<file path="src/rtl/fifo_ptr_ctrl_if.sv">
// Pointer-controller handshake bundle: local inc request, remote Gray pointer in,
// address/pointer/status out.
interface fifo_ptr_ctrl_if #(
    parameter int unsigned ADDR_W = 3
);
    logic              inc;
    logic [ADDR_W:0]   remote_ptr;
    logic [ADDR_W-1:0] addr;
    logic [ADDR_W:0]   ptr;
    logic              flag;
    logic              almost;
    logic [ADDR_W:0]   level;
    logic              err;

    modport master (
        output inc, remote_ptr,
        input  addr, ptr, flag, almost, level, err
    );

    modport slave (
        input  inc, remote_ptr,
        output addr, ptr, flag, almost, level, err
    );
endinterface

</file>
<file path="src/rtl/fifo_ptr_ctrl.sv">
// One side of a dual-clock FIFO: binary/Gray pointer, remote pointer synchroniser,
// and registered full/empty, almost, level and sticky error.
module fifo_ptr_ctrl #(
    parameter int unsigned ADDR_W      = 3,
    parameter int unsigned SYNC_STAGES = 2,
    parameter int unsigned MODE        = 0,
    parameter int unsigned ALMOST_TH   = 1
) (
    input  logic                  clk,
    input  logic                  rst,
    fifo_ptr_ctrl_if.slave        bus
);
    localparam int unsigned DEPTH = 1 << ADDR_W;
    localparam logic [ADDR_W:0] HI_TH = (ADDR_W+1)'(DEPTH - ALMOST_TH);
    localparam logic [ADDR_W:0] LO_TH = (ADDR_W+1)'(ALMOST_TH);

    logic [ADDR_W:0] bin_q, ptr_q, level_q;
    logic            flag_q, almost_q, err_q;
    logic [ADDR_W:0] sync_q [SYNC_STAGES];

    logic            accept;
    logic [ADDR_W:0] bin_next, gray_next, rsync, rbin, level_next, full_cmp;
    logic            flag_next, almost_next;

    assign accept    = bus.inc & ~flag_q;
    assign bin_next  = bin_q + {{ADDR_W{1'b0}}, accept};
    assign gray_next = bin_next ^ (bin_next >> 1);
    assign rsync     = sync_q[SYNC_STAGES-1];
    // Full when the local pointer is exactly one lap ahead: top two Gray bits inverted.
    assign full_cmp  = {~rsync[ADDR_W:ADDR_W-1], rsync[ADDR_W-2:0]};

    always_comb begin
        rbin         = '0;
        rbin[ADDR_W] = rsync[ADDR_W];
        for (int i = ADDR_W - 1; i >= 0; i--) begin
            rbin[i] = rbin[i+1] ^ rsync[i];
        end
    end

    always_comb begin
        flag_next   = 1'b0;
        level_next  = '0;
        almost_next = 1'b0;
        if (MODE == 0) begin
            flag_next   = (gray_next == full_cmp);
            level_next  = bin_next - rbin;
            almost_next = (level_next >= HI_TH);
        end else begin
            flag_next   = (gray_next == rsync);
            level_next  = rbin - bin_next;
            almost_next = (level_next <= LO_TH);
        end
    end

    always_ff @(posedge clk) begin
        if (rst) begin
            for (int i = 0; i < SYNC_STAGES; i++) begin
                sync_q[i] <= '0;
            end
        end else begin
            sync_q[0] <= bus.remote_ptr;
            for (int i = 1; i < SYNC_STAGES; i++) begin
                sync_q[i] <= sync_q[i-1];
            end
        end
    end

    always_ff @(posedge clk) begin
        if (rst) begin
            bin_q    <= '0;
            ptr_q    <= '0;
            level_q  <= '0;
            flag_q   <= (MODE != 0);
            almost_q <= (MODE != 0);
            err_q    <= 1'b0;
        end else begin
            bin_q    <= bin_next;
            ptr_q    <= gray_next;
            level_q  <= level_next;
            flag_q   <= flag_next;
            almost_q <= almost_next;
            err_q    <= err_q | (bus.inc & flag_q);
        end
    end

    assign bus.addr   = bin_q[ADDR_W-1:0];
    assign bus.ptr    = ptr_q;
    assign bus.flag   = flag_q;
    assign bus.almost = almost_q;
    assign bus.level  = level_q;
    assign bus.err    = err_q;
endmodule

</file>
<file path="src/flat_wrapper.sv">
// flat-port wrapper written by rule: the top's interface ports become plain ports
module fifo_ptr_ctrl_flat 
#(
    parameter int unsigned ADDR_W      = 3,
    parameter int unsigned SYNC_STAGES = 2,
    parameter int unsigned MODE        = 0,
    parameter int unsigned ALMOST_TH   = 1
)
  (clk, rst, bus_inc, bus_remote_ptr, bus_addr, bus_ptr, bus_flag, bus_almost, bus_level, bus_err);
  fifo_ptr_ctrl_if #(.ADDR_W(ADDR_W)) bus_i ();
  input  logic clk;
  input  logic rst;
  input wire logic [$bits(bus_i.inc)-1:0] bus_inc;
  input wire logic [$bits(bus_i.remote_ptr)-1:0] bus_remote_ptr;
  output wire logic [$bits(bus_i.addr)-1:0] bus_addr;
  output wire logic [$bits(bus_i.ptr)-1:0] bus_ptr;
  output wire logic [$bits(bus_i.flag)-1:0] bus_flag;
  output wire logic [$bits(bus_i.almost)-1:0] bus_almost;
  output wire logic [$bits(bus_i.level)-1:0] bus_level;
  output wire logic [$bits(bus_i.err)-1:0] bus_err;
  assign bus_i.inc = bus_inc;
  assign bus_i.remote_ptr = bus_remote_ptr;
  assign bus_addr = bus_i.addr;
  assign bus_ptr = bus_i.ptr;
  assign bus_flag = bus_i.flag;
  assign bus_almost = bus_i.almost;
  assign bus_level = bus_i.level;
  assign bus_err = bus_i.err;
  fifo_ptr_ctrl #(.ADDR_W(ADDR_W), .SYNC_STAGES(SYNC_STAGES), .MODE(MODE), .ALMOST_TH(ALMOST_TH)) u_core (.clk(clk), .rst(rst), .bus(bus_i));
endmodule
</file>
<file path="config.mk">
export PLATFORM = sky130hd
export DESIGN_NAME = fifo_ptr_ctrl_flat
export DESIGN_NICKNAME = d
export VERILOG_FILES = /design/src/rtl/fifo_ptr_ctrl_if.sv /design/src/rtl/fifo_ptr_ctrl.sv /design/src/flat_wrapper.sv
export SDC_FILE = /design/constraint.sdc
export NUM_CORES = 1
export LEC_CHECK = 0
export ABC_CLOCK_PERIOD_IN_PS = 1950
export BUFFER_PORTS_ARGS = -buffer_cell sky130_fd_sc_hd__buf_2
export CAP_MARGIN = 5
export CORE_AREA = 5 5 67 69
export DETAILED_ROUTE_END_ITERATION = 12
export DIE_AREA = 0 0 72 74
export RECOVER_POWER = 50
export REMOVE_ABC_BUFFERS = 1
export SYNTH_ARGS = -nofsm -noshare
export SYNTH_HDL_FRONTEND = slang
export SYNTH_SLANG_ARGS = --single-unit
export TNS_END_PERCENT = 10
</file>
<file path="constraint.sdc">
create_clock -name clk -period 1.95 [get_ports clk]
set_clock_uncertainty 0.05 [all_clocks]
set_input_delay 0.0975 -clock clk [delete_from_list [all_inputs] [get_ports clk]]
set_output_delay 0.0975 -clock clk [all_outputs]
set_load 0.05 [all_outputs]
</file>
Word-level counts from Yosys, hierarchy flattened
Memory sizes are Yosys's and may differ from the RTL's.
Cells that the tools add are included.
{"block": "classes", "n_addsub": 2, "magnitude_cmp": 1, "n_eq_ne": 1, "muxes": 5, "bitwise": 11}
{"op": "$mux W4", "count": 2}
{"op": "$add A4 B1 Y4", "count": 1}
{"op": "$eq A4 B4 Y1", "count": 1}
{"op": "$ge A4 B3 Y1 const B", "count": 1}
{"op": "$sub A4 B4 Y4", "count": 1}
{"op": "$xor A4 B3 Y4", "count": 1}
{"op": "$mux W1", "count": 3}
{"op": "$or A1 B1 Y1", "count": 3}
{"op": "$xor A1 B1 Y1", "count": 3}
{"op": "$and A1 B1 Y1", "count": 2}
{"op": "$not A2 Y2", "count": 1}
{"op": "$not A1 Y1", "count": 1}
{"block": "totals", "regBits": 15, "ramBits": 8, "inputBits": 7, "output_inout_bits": 14, "word_cells": 27, "memories": 1}
{"memory": "u_core.sync_q", "depth": 2, "width": 4, "rd": 2, "rd_ports_with_merged_regs": 0, "write_ports": 2, "line": "fifo_ptr_ctrl.sv:19", "source": "logic [ADDR_W:0] sync_q [SYNC_STAGES];"}

Depth between registers and ports, before layout
Gate-level depths: netlist of the first run.
{"block": "logic_depth", "depth_word": 5, "depth_mapped": 9, "ltp_nobuf": 9}

Least setup slack after synthesis of the first run
OpenSTA, ideal clock, no wires.
{"block": "synth_path", "path_kind": "register -> register", "from": "register u_core.flag_q, in the netlist u_core.bus.flag", "to": "register u_core.almost_q, in the netlist u_core.bus.almost", "arrival_time_ns": 2.349, "slack_ns": -0.519, "stages_incl_launch_ff": 9, "n_path_buf": 0, "cell_sequence": "dfxtp_1 -> nor2b_1 -> ha_1 -> ha_1 -> inv_1 -> fa_1 -> xor2_1 -> or3_1 -> a21oi_1"}
{"block": "synth_via", "elab_chain_cells": 5}
{"element": "start, declared", "line": "fifo_ptr_ctrl.sv:18", "source": "logic flag_q, almost_q, err_q;"}
{"element": "start signal, assigned", "line": "fifo_ptr_ctrl.sv:73", "source": "flag_q <= (MODE != 0);"}
{"element": "start signal, assigned", "line": "fifo_ptr_ctrl.sv:80", "source": "flag_q <= flag_next;"}
{"element": "$not A1 Y1", "line": "fifo_ptr_ctrl.sv:25", "source": "assign accept = bus.inc & ~flag_q;"}
{"element": "$and A1 B1 Y1", "line": "fifo_ptr_ctrl.sv:25"}
{"element": "$add A4 B1 Y4", "line": "fifo_ptr_ctrl.sv:26", "source": "assign bin_next = bin_q + {{ADDR_W{1'b0}}, accept};"}
{"element": "via u_core.bin_next[1]", "line": "fifo_ptr_ctrl.sv:22", "source": "logic [ADDR_W:0] bin_next, gray_next, rsync, rbin, level_next, full_cmp;"}
{"element": "$sub A4 B4 Y4", "line": "fifo_ptr_ctrl.sv:46", "source": "level_next = bin_next - rbin;"}
{"element": "$ge A4 B3 Y1", "line": "fifo_ptr_ctrl.sv:47", "source": "almost_next = (level_next >= HI_TH);"}
{"element": "end signal, assigned", "line": "fifo_ptr_ctrl.sv:74", "source": "almost_q <= (MODE != 0);"}
{"element": "end signal, assigned", "line": "fifo_ptr_ctrl.sv:81", "source": "almost_q <= almost_next;"}
{"element": "end, declared", "line": "fifo_ptr_ctrl.sv:18"}
The timed path passes the listed nets, and every way through them passes these cells.
A chain may end at the register's enable or synchronous reset.

==> results of run 1 <==
## critical path, stage by stage (launching register included)
cell and delay [ns]:
dfxtp_2 0.34, xnor2_2 0.21, xor2_2 0.19, xnor2_1 0.10, ha_2 0.19, fa_1 0.40, xor2_1 0.16, or3_1 0.32
a21oi_2 0.11
## cell type report
type,count,area share [%]
multi-input combinational,53,36.3
sequential,22,35.9
timing repair buffer,37,18.5
tap,50,5.07
clock buffer,3,3.34
inverter,3,0.912
## through the flow
step / std cells / setup TNS (ns)
after global routing: 168 / -0.589
final: 168 / -0.266
after CTS: 166 / -0.378
after floorplan: 78 / -1.28
after detailed placement: 159 / -0.389
after global placement: 159 / -0.232
## routing by layer
metal / up-vias / wire, microns / global-route usage (%)
met3: 5 / 134 / 2.30
met4: 0 / 72 / 6.89
met2: 18 / 742 / 10.2
li1: 327 / - / -
met5: - / 0 / 0
met1: 253 / 647 / 6.60
## sequential cells by signal (all words and copies together) (netlist names)
register,flops
u_core.bus.almost,1
u_core.sync_q,8
u_core.bin_q,3
u_core.bus.err,1
u_core.bus.ptr,4
u_core.bus.flag,1
u_core.bus.level,4
## power groups by stage
| stage | Clock (mW) | Sequential (mW) | Combinational, mW |
|---|---|---|---|
| finish | 0.275 | 0.505 | 0.344 |
| global route | 0.309 | 0.509 | 0.372 |
| CTS | 0.294 | 0.502 | 0.337 |
| detailed placement | 0 | 0.512 | 0.328 |
| global placement | 0 | 0.513 | 0.322 |
| floorplan | 0 | 0.631 | 0.111 |
## placed cells by master (no fill, tap or decap), types with 2 or more instances in the layout
master	instances
dlygate4sd3_1	4
dfxtp_1	20
dfxtp_2	2
buf_2	13
inv_1	3
xnor2_1	9
clkbuf_8	3
buf_4	12
ha_4	2
a21oi_1	2
nor2b_1	10
nor2_1	11
ha_2	2
xor2_1	4
clkbuf_1	7
## cell families (layout without fill, tap and decap cells)
logic type,after synthesis,after routing,synth area share [%]
fa+ha+maj,6,6,9.75
simple gates,26,26,15.4
flops,22,22,52.0
xor+xnor,16,16,17.4
buf+inv,5,43,2.22
compound gates,5,5,3.25
## timing repair
item / CTS / global route
pin swaps: 4 / 7
resized for setup: 3 / 8
hold endpoints to repair: 4 / 0
hold buffers: 4 / 0
setup endpoints to repair: 3 / 3
buffers inserted: 0 / 2
## how the worst max path moves through the flow
stage                        endpoint  slack, ns  depth (start not counted)
detailed placement  u_core.bus.almost      -0.24                          7
finish              u_core.bus.almost      -0.18                          8
global placement    u_core.bus.almost      -0.16                          7
floorplan           u_core.bus.almost      -0.52                          8
CTS                 u_core.bus.almost      -0.22                          7
global route        u_core.bus.almost      -0.30                          9
==> flow_metrics.py, run 1 <==
metrics = {
    "status": {
        "status": "finished, violations left",
        "failed_checks": "setup timing",
    },
    "layout": {
        "num-fill-cells": 414,
        "fin_area_sq_um": 1230,
        "finish.utilization_pct": 32.0,
        "antenna_cells": 0,
        "synthToLayoutAreaGrowth_pct": 45.8,
        "multi_input_area_sq_um": 448,
        "drive_gt1_share_pct": 33.1,
        "nNetsFinal": 133,
        "ff_latch_area_sq_um": 443,
    },
    "sta": {
        "setup_viol_count_final": 2,
        "min_period_ns": 2.13,
        "hold_viol_final": 0,
        "rsz0062_at_grt": "true",
        "min_period_over_period_pct": 109,
        "slew_headroom_pct": 60.2,
        "fin_hold_ws_ns": 0.0191,
        "slew_violations": 0,
        "fmax_mhz": 470,
        "worstMarginPinSlew_ns": 0.600,
        "setup_slack_ns": -0.177,
    },
    "place": {
        "dp_hpwl_microns": 1160,
        "gp_congestion": 0.762,
        "place_ws_ns": -0.242,
        "post_dp_cell_area_sq_um": 1080,
        "port_buffers": 20,
    },
    "route": {
        "vias": 603,
        "drt_iter0_drc": 8,
        "wl_microns": 1600,
        "drtPass1Iterations": 2,
        "vias_per_cell": 3.59,
        "wire_per_inst_microns": 9.51,
        "final_antenna_net_count": 0,
        "drc": 0,
    },
    "setup_path": {
        "required_ns": 2.10,
        "reg2reg_depth": 8,
        "path_class": "flop to flop",
        "worstSetupStartpoint": "u_core.sync_q[0][7]",
        "rrSetupSlack_ns": -0.18,
        "r2r_start": "u_core.sync_q[0][7]",
        "setup.worst_path.start_class": "flop",
        "cp-end-kind": "flop",
        "cp_max_fo": 2,
        "arrival_ns": 2.28,
        "r2r-end": "u_core.bus.almost",
    },
    "clock_tree": {
        "clk_path_buf_depth": 2,
        "cts_tree": "yes",
        "numCtsBuffers": 3,
        "insertion_delay_ns": 0.26,
        "htree_levels": 1,
        "cts.clk_slew.worst_paths_ns": 0.07,
        "clock-sinks": 22,
        "root_buffer": "clkbuf_8",
    },
    "yosys": {
        "synthFlopType": "dfxtp_1",
        "syn_area_per_cell_sq_um": 10.6,
        "synth-seq-cells": 22,
        "synth_cell_types": 18,
        "synth_top_area_share_pct": 52.0,
        "synth.cell_area_sq_um": 847,
        "synth-seq-area-share_pct": 52.0,
        "synthTopCellsByArea": "dfxtp_1 52%, xnor2_1 10%, ha_1 7.4%",
        "synth.most_common_cell": "dfxtp_1",
        "yosysTopAreaCell": "dfxtp_1",
        "synth_edf_count": 0,
        "synth_common_cells": "22 x dfxtp_1, 11 x nor2_1, 10 x nor2b_1, 10 x xnor2_1",
        "yosysWarnings": 0,
        "async_reset_ff_share_pct": 0,
        "syn-instance-count": 80,
    },
    "floorplanning": {
        "die_h_microns": 74,
        "die_x_microns": 72,
        "fp-row-count": 23,
        "die_area_sq_um": 5330,
        "num_io_pins": 21,
        "start_util_pct": 22.0,
        "core_sq_um": 3860,
    },
    "power": {
        "pwr-share-comb_pct": 30.6,
        "internal_power_mw": 0.755,
        "p_leak_nw": 0.532,
        "total_power_mw": 1.12,
        "sw_frac_of_total_pct": 32.8,
        "power_density_nw_per_um2": 910,
        "pwr-share-seq_pct": 44.9,
        "peakVddDrop_v": 0.000208,
        "switching_power_mw": 0.369,
        "p_clk_share_pct": 24.5,
    },
    "hold_path": {
        "min_from": "bus_inc",
        "hold_depth": 3,
        "min_to": "u_core.bus.err",
        "hold_class": "primary input to flop",
    },
    "grt": {
        "grt_pass1_wl_microns": 2500,
        "grt_pass1_vias": 582,
        "antenna_found_initial": 0,
        "grt_use_total_pct": 6.53,
        "grt_max_degree": 23,
        "grt_overflow": 0,
    },
    "run": {
        "cap_violations": 0,
    },
}
Note: power is estimated with default switching activity, not from simulation.
==> run 2: changes to the inputs <==
Settings changed: CORE_AREA 5 5 67 69 to 2 2 64 66, DIE_AREA 0 0 72 74 to 0 0 66 68, HOLD_SLACK_MARGIN from default to 0.15, SKIP_LAST_GASP from default to 1.
==> run 2 against run 1 <==
  * The run still ends with setup timing left
  * Die area decreased by 16%
  * Sequential cell count unchanged
  * Wire length decreased by 5.3%
  * Total power increased by 3.4%
  * Via count increased by 5.1%
  * Non-clock buffer count unchanged
  * Fmax decreased by 0.37%
  * Critical path depth decreased by 1
  * Clock power increased by 16%
  * Cell count increased by 0.60%
  * Register-to-register slack about the same
  * Utilization decreased by 0.32 points
  * Critical endpoint unchanged
==> flow_metrics.py, run 2 (synthesis results as in run 1) <==
metrics = {
    "clock_tree": {
        "numCtsBuffers": 3,
        "cts_tree": "yes",
        "clock-sinks": 22,
        "insertion_delay_ns": 0.26,
        "clk_path_buf_depth": 2,
        "cts.clk_slew.worst_paths_ns": 0.08,
        "root_buffer": "clkbuf_8",
        "htree_levels": 1,
    },
    "sta": {
        "min_period_over_period_pct": 109,
        "slew_violations": 0,
        "fin_hold_ws_ns": 0.176,
        "fmax_mhz": 468,
        "worstMarginPinSlew_ns": 0.596,
        "rsz0062_at_grt": "true",
        "setup_viol_count_final": 2,
        "min_period_ns": 2.13,
        "hold_viol_final": 0,
        "setup_slack_ns": -0.184,
        "finalSetupTns_ns": -0.279,
        "slew_headroom_pct": 60.4,
    },
    "power": {
        "power_density_nw_per_um2": 951,
        "total_power_mw": 1.16,
        "p_leak_nw": 0.537,
        "peakVddDrop_v": 0.000239,
    },
    "run": {
        "cap_violations": 0,
    },
    "layout": {
        "ff_latch_area_sq_um": 443,
        "largest_reg_flops": 8,
        "drive_gt1_share_pct": 31.9,
        "instances_no_fill": 169,
        "layout_commonest_cell": "dfxtp_1",
        "synthToLayoutAreaGrowth_pct": 44.3,
        "finish.utilization_pct": 31.7,
        "antenna_cells": 0,
        "largest-register": "u_core.sync_q",
        "num-fill-cells": 410,
        "fin_area_sq_um": 1220,
        "nNetsFinal": 133,
        "layout_common_cells": "20 x dfxtp_1, 13 x buf_2, 12 x buf_4",
        "multi_input_area_sq_um": 419,
    },
    "grt": {
        "antenna_found_initial": 0,
        "grt_pass1_wl_microns": 2560,
        "grt_use_total_pct": 7.73,
        "grt_pass1_vias": 618,
        "grt_overflow": 0,
        "grt_max_degree": 23,
    },
    "setup_path": {
        "crit_chain": "xnor2_2 -> xor2_1 -> xnor2_1 -> ha_2 -> fa_2 -> or3_1 -> a21oi_2",
        "required_ns": 2.10,
        "reg2reg_depth": 7,
        "path_class": "flop to flop",
        "r2r-end": "u_core.bus.almost",
        "cp-end-kind": "flop",
        "r2r_start": "u_core.sync_q[0][7]",
        "crit_family": "adder cells",
        "cp_slowest_stage_delay_ns": 0.43,
        "arrival_ns": 2.28,
        "cp_num_buf_inv": 0,
        "cp_max_fo": 2,
        "rrSetupSlack_ns": -0.18,
        "setup.worst_path.start_class": "flop",
        "critPathSlowestCell": "fa_2",
    },
    "route": {
        "wire_per_inst_microns": 8.95,
        "final_antenna_net_count": 0,
        "drt_iter0_drc": 17,
        "drc": 0,
        "vias_per_cell": 3.75,
        "vias": 634,
        "drtPass1Iterations": 4,
        "wl_microns": 1510,
    },
    "place": {
        "post_dp_cell_area_sq_um": 1080,
        "place_inst": 159,
        "dp_hpwl_microns": 1100,
        "place_ws_ns": -0.215,
        "gp_congestion": 0.732,
        "port_buffers": 20,
    },
    "floorplanning": {
        "die_x_microns": 66,
        "start_util_pct": 22.0,
        "core_sq_um": 3860,
        "die_area_sq_um": 4490,
        "die_h_microns": 68,
        "fp-row-count": 23,
        "num_io_pins": 21,
    },
    "hold_path": {
        "hold_depth": 2,
        "min_to": "u_core.bus.level[0]",
        "hold_class": "primary input to flop",
        "min_from": "rst",
    },
    "status": {
        "status": "finished, violations left",
        "failed_checks": "setup timing",
    },
}
==> run 2: cell count changes in the layout (fill, tap and decap cells not counted) <==
cell | previous run | this run
clkbuf_4 | 1 | 0
clkbuf_8 | 3 | 4
dlygate4sd3_1 | 4 | 5
fa_1 | 1 | 0
fa_2 | 0 | 1
ha_1 | 1 | 2
ha_4 | 2 | 1
xor2_1 | 4 | 5
xor2_4 | 1 | 0
==> run 2: layout make-up <==
class | instances | area share, %
sequential | 22 | 36.2
multi-input combinational | 53 | 34.3
timing repair buffer | 37 | 18.9
tap | 50 | 5.12
clock buffer | 4 | 4.50
inverter | 3 | 0.921
==> run 2: worst max-delay path by stage <==
stage                              endpoint  slack [ns]                start  cells past startpoint
after global placement    u_core.bus.almost       -0.16  u_core.sync_q[0][7]                      7
after floorplan           u_core.bus.almost       -0.52      u_core.bus.flag                      8
final                     u_core.bus.almost       -0.18  u_core.sync_q[0][7]                      7
after CTS                 u_core.bus.almost       -0.19  u_core.sync_q[0][6]                      8
after global routing      u_core.bus.almost       -0.28  u_core.sync_q[0][7]                      7
after detailed placement  u_core.bus.almost       -0.22  u_core.sync_q[0][7]                      8
==> run 2: per-layer routing <==
layer,global-route usage (%),vias up,share of wire (%)
li1,-,328,-
met1,8.01,285,42
met2,13.4,17,49
met3,1.97,4,6.7
met4,6.12,0,2.2
met5,0,-,0
==> run 2: what timing repair did <==
action	CTS	global route
hold endpoints to repair	5	0
gates resized for setup	3	5
pin swaps	4	6
setup buffers	1	0
hold buffers	5	0
setup endpoints to repair	3	3
==> run 2: power breakdown <==
group          total (mW)  switching, mW  internal, mW
clock network       0.319          0.140         0.180
registers           0.503         0.0132         0.490
logic               0.340          0.217         0.123
total                1.16          0.369         0.793
